`config.mk`:
```
export PLATFORM = sky130hd
export DESIGN_NAME = shift_iter_flat
export DESIGN_NICKNAME = d
export VERILOG_FILES = /design/src/rtl/shift_iter_if.sv /design/src/rtl/shift_iter.sv /design/src/flat_wrapper.sv
export SDC_FILE = /design/constraint.sdc
export NUM_CORES = 1
export LEC_CHECK = 0
export ABC_AREA = 1
export BUFFER_PORTS_ARGS = -buffer_cell sky130_fd_sc_hd__clkbuf_2
export CORE_MARGIN = 4
export CORE_UTILIZATION = 51
export CTS_CLUSTER_SIZE = 14
export DETAILED_ROUTE_END_ITERATION = 8
export MAX_ROUTING_LAYER = met4
export PLACE_DENSITY = 0.79
export SLEW_MARGIN = 0
export SYNTH_ARGS = -nofsm -noshare
export SYNTH_HDL_FRONTEND = slang
export SYNTH_SLANG_ARGS = --single-unit
```
`constraint.sdc`:
```
create_clock -name clk -period 1.6 [get_ports clk]
set_input_delay 0.08 -clock clk [delete_from_list [all_inputs] [get_ports clk]]
set_output_delay 0.08 -clock clk [all_outputs]
set_load 0.02 [all_outputs]
```
`src/rtl/shift_iter_if.sv`:
```
// Operand/result bundle between decode/writeback and the iterative shift unit.
// Suffixes are relative to the shift unit: _i flows into it, _o flows out of it.
interface shift_iter_if;
  logic        start_i;
  logic [15:0] in_i;
  logic [1:0]  op_i;
  logic [3:0]  cnt_i;
  logic        busy_o;
  logic        done_o;
  logic [15:0] out_o;

  modport master (output start_i, in_i, op_i, cnt_i, input  busy_o, done_o, out_o);
  modport slave  (input  start_i, in_i, op_i, cnt_i, output busy_o, done_o, out_o);
endinterface

```
`src/rtl/shift_iter.sv`:
```
// Iterative 16-bit shifter: one position per cycle through shifter_1.
// Define SHIFT_ITER_DOUBLE_EN to chain a second stage (two positions per cycle).

module shifter_1 (
  input  logic [15:0] d_i,
  input  logic [1:0]  op_i,
  input  logic        sh_i,
  output logic [15:0] q_o
);
  always_comb begin
    q_o = d_i;
    if (sh_i) begin
      case (op_i)
        2'b00:   q_o = {d_i[14:0], d_i[15]};
        2'b01:   q_o = {d_i[14:0], 1'b0};
        2'b10:   q_o = {d_i[15], d_i[15:1]};
        default: q_o = {1'b0, d_i[15:1]};
      endcase
    end
  end
endmodule

module shift_iter (
  input  logic        clk,
  input  logic        rst_n,
  shift_iter_if.slave bus
);
  typedef enum logic [1:0] {IDLE, SHIFT, DONE} state_e;

  state_e      state_q, state_d;
  logic [15:0] data_q, data_d;
  logic [1:0]  opr_q, opr_d;
  logic [3:0]  rem_q, rem_d;
  logic [15:0] s1, shift_res;
  logic [3:0]  step;

  shifter_1 u_stage0 (.d_i(data_q), .op_i(opr_q), .sh_i(1'b1), .q_o(s1));

`ifdef SHIFT_ITER_DOUBLE_EN
  logic [15:0] s2;
  logic        sh2;
  // Second stage idles on the odd final position so the result matches the single build.
  assign sh2 = (rem_q >= 4'd2);
  shifter_1 u_stage1 (.d_i(s1), .op_i(opr_q), .sh_i(sh2), .q_o(s2));
  assign shift_res = s2;
  assign step      = sh2 ? 4'd2 : 4'd1;
`else
  assign shift_res = s1;
  assign step      = 4'd1;
`endif

  always_comb begin
    state_d = state_q;
    data_d  = data_q;
    opr_d   = opr_q;
    rem_d   = rem_q;
    case (state_q)
      SHIFT: begin
        data_d  = shift_res;
        rem_d   = rem_q - step;
        state_d = (rem_q == step) ? DONE : SHIFT;
      end
      default: begin
        // IDLE and DONE both accept, giving back-to-back issue off the done cycle.
        if (bus.start_i) begin
          data_d  = bus.in_i;
          opr_d   = bus.op_i;
          rem_d   = bus.cnt_i;
          state_d = (bus.cnt_i == 4'd0) ? DONE : SHIFT;
        end else begin
          state_d = IDLE;
        end
      end
    endcase
  end

  always_ff @(posedge clk or negedge rst_n) begin
    if (!rst_n) begin
      state_q <= IDLE;
      data_q  <= '0;
      opr_q   <= '0;
      rem_q   <= '0;
    end else begin
      state_q <= state_d;
      data_q  <= data_d;
      opr_q   <= opr_d;
      rem_q   <= rem_d;
    end
  end

  assign bus.busy_o = (state_q == SHIFT);
  assign bus.done_o = (state_q == DONE);
  assign bus.out_o  = data_q;
endmodule
```
`src/flat_wrapper.sv`:
```
// flat-port wrapper written by rule: the top's interface ports become plain ports
module shift_iter_flat 
  (clk, rst_n, bus_start_i, bus_in_i, bus_op_i, bus_cnt_i, bus_busy_o, bus_done_o, bus_out_o);
  shift_iter_if bus_i ();
  input  logic clk;
  input  logic rst_n;
  input wire logic [$bits(bus_i.start_i)-1:0] bus_start_i;
  input wire logic [$bits(bus_i.in_i)-1:0] bus_in_i;
  input wire logic [$bits(bus_i.op_i)-1:0] bus_op_i;
  input wire logic [$bits(bus_i.cnt_i)-1:0] bus_cnt_i;
  output wire logic [$bits(bus_i.busy_o)-1:0] bus_busy_o;
  output wire logic [$bits(bus_i.done_o)-1:0] bus_done_o;
  output wire logic [$bits(bus_i.out_o)-1:0] bus_out_o;
  assign bus_i.start_i = bus_start_i;
  assign bus_i.in_i = bus_in_i;
  assign bus_i.op_i = bus_op_i;
  assign bus_i.cnt_i = bus_cnt_i;
  assign bus_busy_o = bus_i.busy_o;
  assign bus_done_o = bus_i.done_o;
  assign bus_out_o = bus_i.out_o;
  shift_iter u_core (.clk(clk), .rst_n(rst_n), .bus(bus_i));
endmodule
```
==> impl_metrics.csv <==
group,metric,value,unit
routing,wl,3530,um
routing,firstDrtPassIters,5,
sta,maxSlewViolCount,0,
synth,synth_nets,231,
floorplanning,die_area,3710,sq um
critical_path,required,1.52,ns
critical_path,r2r-start,"u_core.state_q[0]",
sta,max_slew_margin,0.604,
sta,finalCritPeriodShare,0.875,
cts,cts_root_buffer,"clkbuf_4",
floorplanning,start_util,0.556,
global_routing,grtUsageTotal,0.221,
floorplanning,row_count,18,
sta,skew,0.00213,ns
cts,clkSlewWorstSetupHoldPaths,0.13,ns
sta,max_freq,0.714,GHz
run,cap_violations,0,
floorplanning,die_y,60.9,um
hold_path,hold_end,"u_core.bus.out_o[0]",
power_and_ir_drop,power.switching,1.88,mW
power_and_ir_drop,seqPwrFrac,0.323,
global_routing,antenna_found_initial,0,
global_routing,grt_pass1_vias,1328,
power_and_ir_drop,p_leak,0.953,nW
critical_path,worst_setup_path_end_kind,"output pin",
cts,cts_sinks,24,
sta,rsz0062_at_grt,"no",
cts,clockBufferDepth,2,
critical_path,startpoint_type,"flop",
finish,nFillCells,255,
critical_path,crit_arrival,1.32,ns
routing,routedWlPerCell,12.7,um
routing,drc,0,
hold_path,worst_hold_startpoint,"bus_in_i[0]",
power_and_ir_drop,powerDensity,2140,nW/um^2
hold_path,min_path_type,"in2reg",
cts,cts_htree_levels,1,
global_routing,grt_max_degree,25,
placed_design,io_buffers,42,
sta,setup_viol,0,
hold_path,hold_depth,3,
routing,final_antenna_net_count,0,
finish,regArea,601,sq um
floorplanning,core,2570,sq um
finish,syn_to_final_growth,19.8,%
power_and_ir_drop,p_int,1.77,mW
synth,ys_ff_latch,24,
finish,final_cell_mix,"nand2_1 (59), clkbuf_2 (42), dfrtp_1 (24)",
routing,drtIter0Drc,54,
synth,syn_inst,204,
power_and_ir_drop,switching_share,0.514,
sta,worstMarginPinSlew,0.593,ns
finish,multi_input_area,667,sq um
critical_path,path_class,"reg2out",
power_and_ir_drop,p_clk_frac,0.075,
sta,hold_slack,-0.00320,ns
sta,tns,0,ns
status,violations,"hold timing",
finish,drive_above_1_share,0.234,
synth,syn_area,1430,sq um
floorplanning,die_w,60.9,um
sta,hold_viol,1,
synth,synth_cell_types,20,
critical_path,worst-path-max-fanout,14,
placed_design,routabilityCongestion,0.864,
placed_design,dp_hpwl,2500,um
power_and_ir_drop,power.share.combinational,0.601,
cts,cts_resized,0,
routing,route.vias.total,1428,
synth,yosysWarnings,0,
critical_path,rr_endpoint,"u_core.bus.out_o[14]",
global_routing,grt_overflow,0,
finish,antenna_cells,0,
critical_path,rrSetupSlack,0.28,ns
sta,period_needed,1.40,ns
status,outcome,"complete, but fails checks",
cts,numCtsBuffers,3,
power_and_ir_drop,peakVddDrop,1.19,mV
finish,layout_commonest_cell,"nand2_1",
routing,routed_via_density,5.14,
critical_path,r2r_cells,5,
global_routing,grt_pass1_wl,5920,um
floorplanning,io_pins,43,
cts,cts_tree,"yes",
synth,synth_area_per_cell,7.00,sq um
finish,final_nets,277,
cts,insertion_delay,0.32,ns
synth,ys_seq_area_frac,0.421,
critical path: stages (launching register included):
cell	delay (ns)
dfrtp_1	0.44
inv_2	0.06
nor2_4	0.27
clkbuf_2	0.24
cell type report:
cell class | instances | area share
Clock buffer | 3 | 0.0132
Tap cell | 30 | 0.0219
Timing Repair Buffer | 50 | 0.167
Inverter | 26 | 0.0571
Multi-Input combinational cell | 145 | 0.390
Sequential cell | 24 | 0.351
cell families (layout without fill, tap and decap cells):
group,after synthesis,after routing,synth area share
simple gates,111,111,0.337
buf+inv,35,79,0.112
compound gates,32,32,0.113
flops,24,24,0.421
fa+ha+maj,2,2,0.0175
synth_stat cells:
cell	number	area share
a21oi_1	14	0.049
nand3_2	2	0.014
buf_6	2	0.016
o21ai_0	14	0.049
buf_2	4	0.014
inv_2	4	0.011
nor2_4	1	0.0079
inv_1	22	0.058
dfrtp_1	24	0.42
ha_1	2	0.018
nand3_1	23	0.081
buf_4	2	0.011
nand2_1	59	0.16
nand2_2	2	0.0088
or2_2	1	0.0044
o22ai_1	1	0.0044
clkbuf_2	1	0.0035
nand2_4	1	0.0079
nor2_1	22	0.058
o21ai_1	3	0.011
sequential cells by signal, summed over array words and instances (netlist names):
name / flops
u_core.bus.out_o: 16
u_core.opr_q: 2
u_core.state_q: 2
u_core.rem_q: 4
per-stage QoR:
stage,util,setup WS (ns),total power [mW],cell area [sq um],instances
final,0.666,0.199,3.65,1710,278
after global routing,0.666,0.128,4.05,1710,278
after CTS,0.666,0.196,3.65,1710,278
after detailed placement,0.634,0.301,3.38,1630,269
after global placement,0.634,0.387,3.33,1630,269
after floorplan,-,0.488,2.85,1430,204
routing by layer:
| metal | global-route usage | vias to the layer above | share of wire |
|---|---|---|---|
| met5 | - | - | 0 |
| met2 | 0.347 | 53 | 0.45 |
| met4 | 0.0743 | 0 | 0.012 |
| met1 | 0.297 | 639 | 0.47 |
| met3 | 0.0255 | 4 | 0.067 |
| li1 | - | 732 | - |
how the worst max path moves through the flow:
stage	start	to	cells after the start
2_1_floorplan	u_core.rem_q[0]	u_core.rem_q[1]	4
3_3_place_gp	u_core.state_q[0]	u_core.bus.out_o[9]	5
3_5_place_dp	u_core.state_q[0]	u_core.bus.out_o[14]	5
4_1_cts	u_core.state_q[0]	bus_busy_o	3
5_1_grt	u_core.state_q[0]	bus_busy_o	3
6_report	u_core.state_q[0]	bus_busy_o	3
repair_timing:
| item | CTS | global route |
|---|---|---|
| hold buffers | 6 | 0 |
| buffers inserted | 0 | 0 |
| hold endpoints to repair | 29 | 0 |
power by group through the flow:
| stage | Sequential [mW] | Clock (mW) | Combinational [mW] |
|---|---|---|---|
| global route | 1.23 | 0.291 | 2.52 |
| detailed placement | 1.19 | 0 | 2.19 |
| floorplan | 1.40 | 0 | 1.45 |
| CTS | 1.18 | 0.271 | 2.20 |
| global placement | 1.19 | 0 | 2.14 |
| finish | 1.18 | 0.275 | 2.20 |
(Power assumes the default switching activity.)
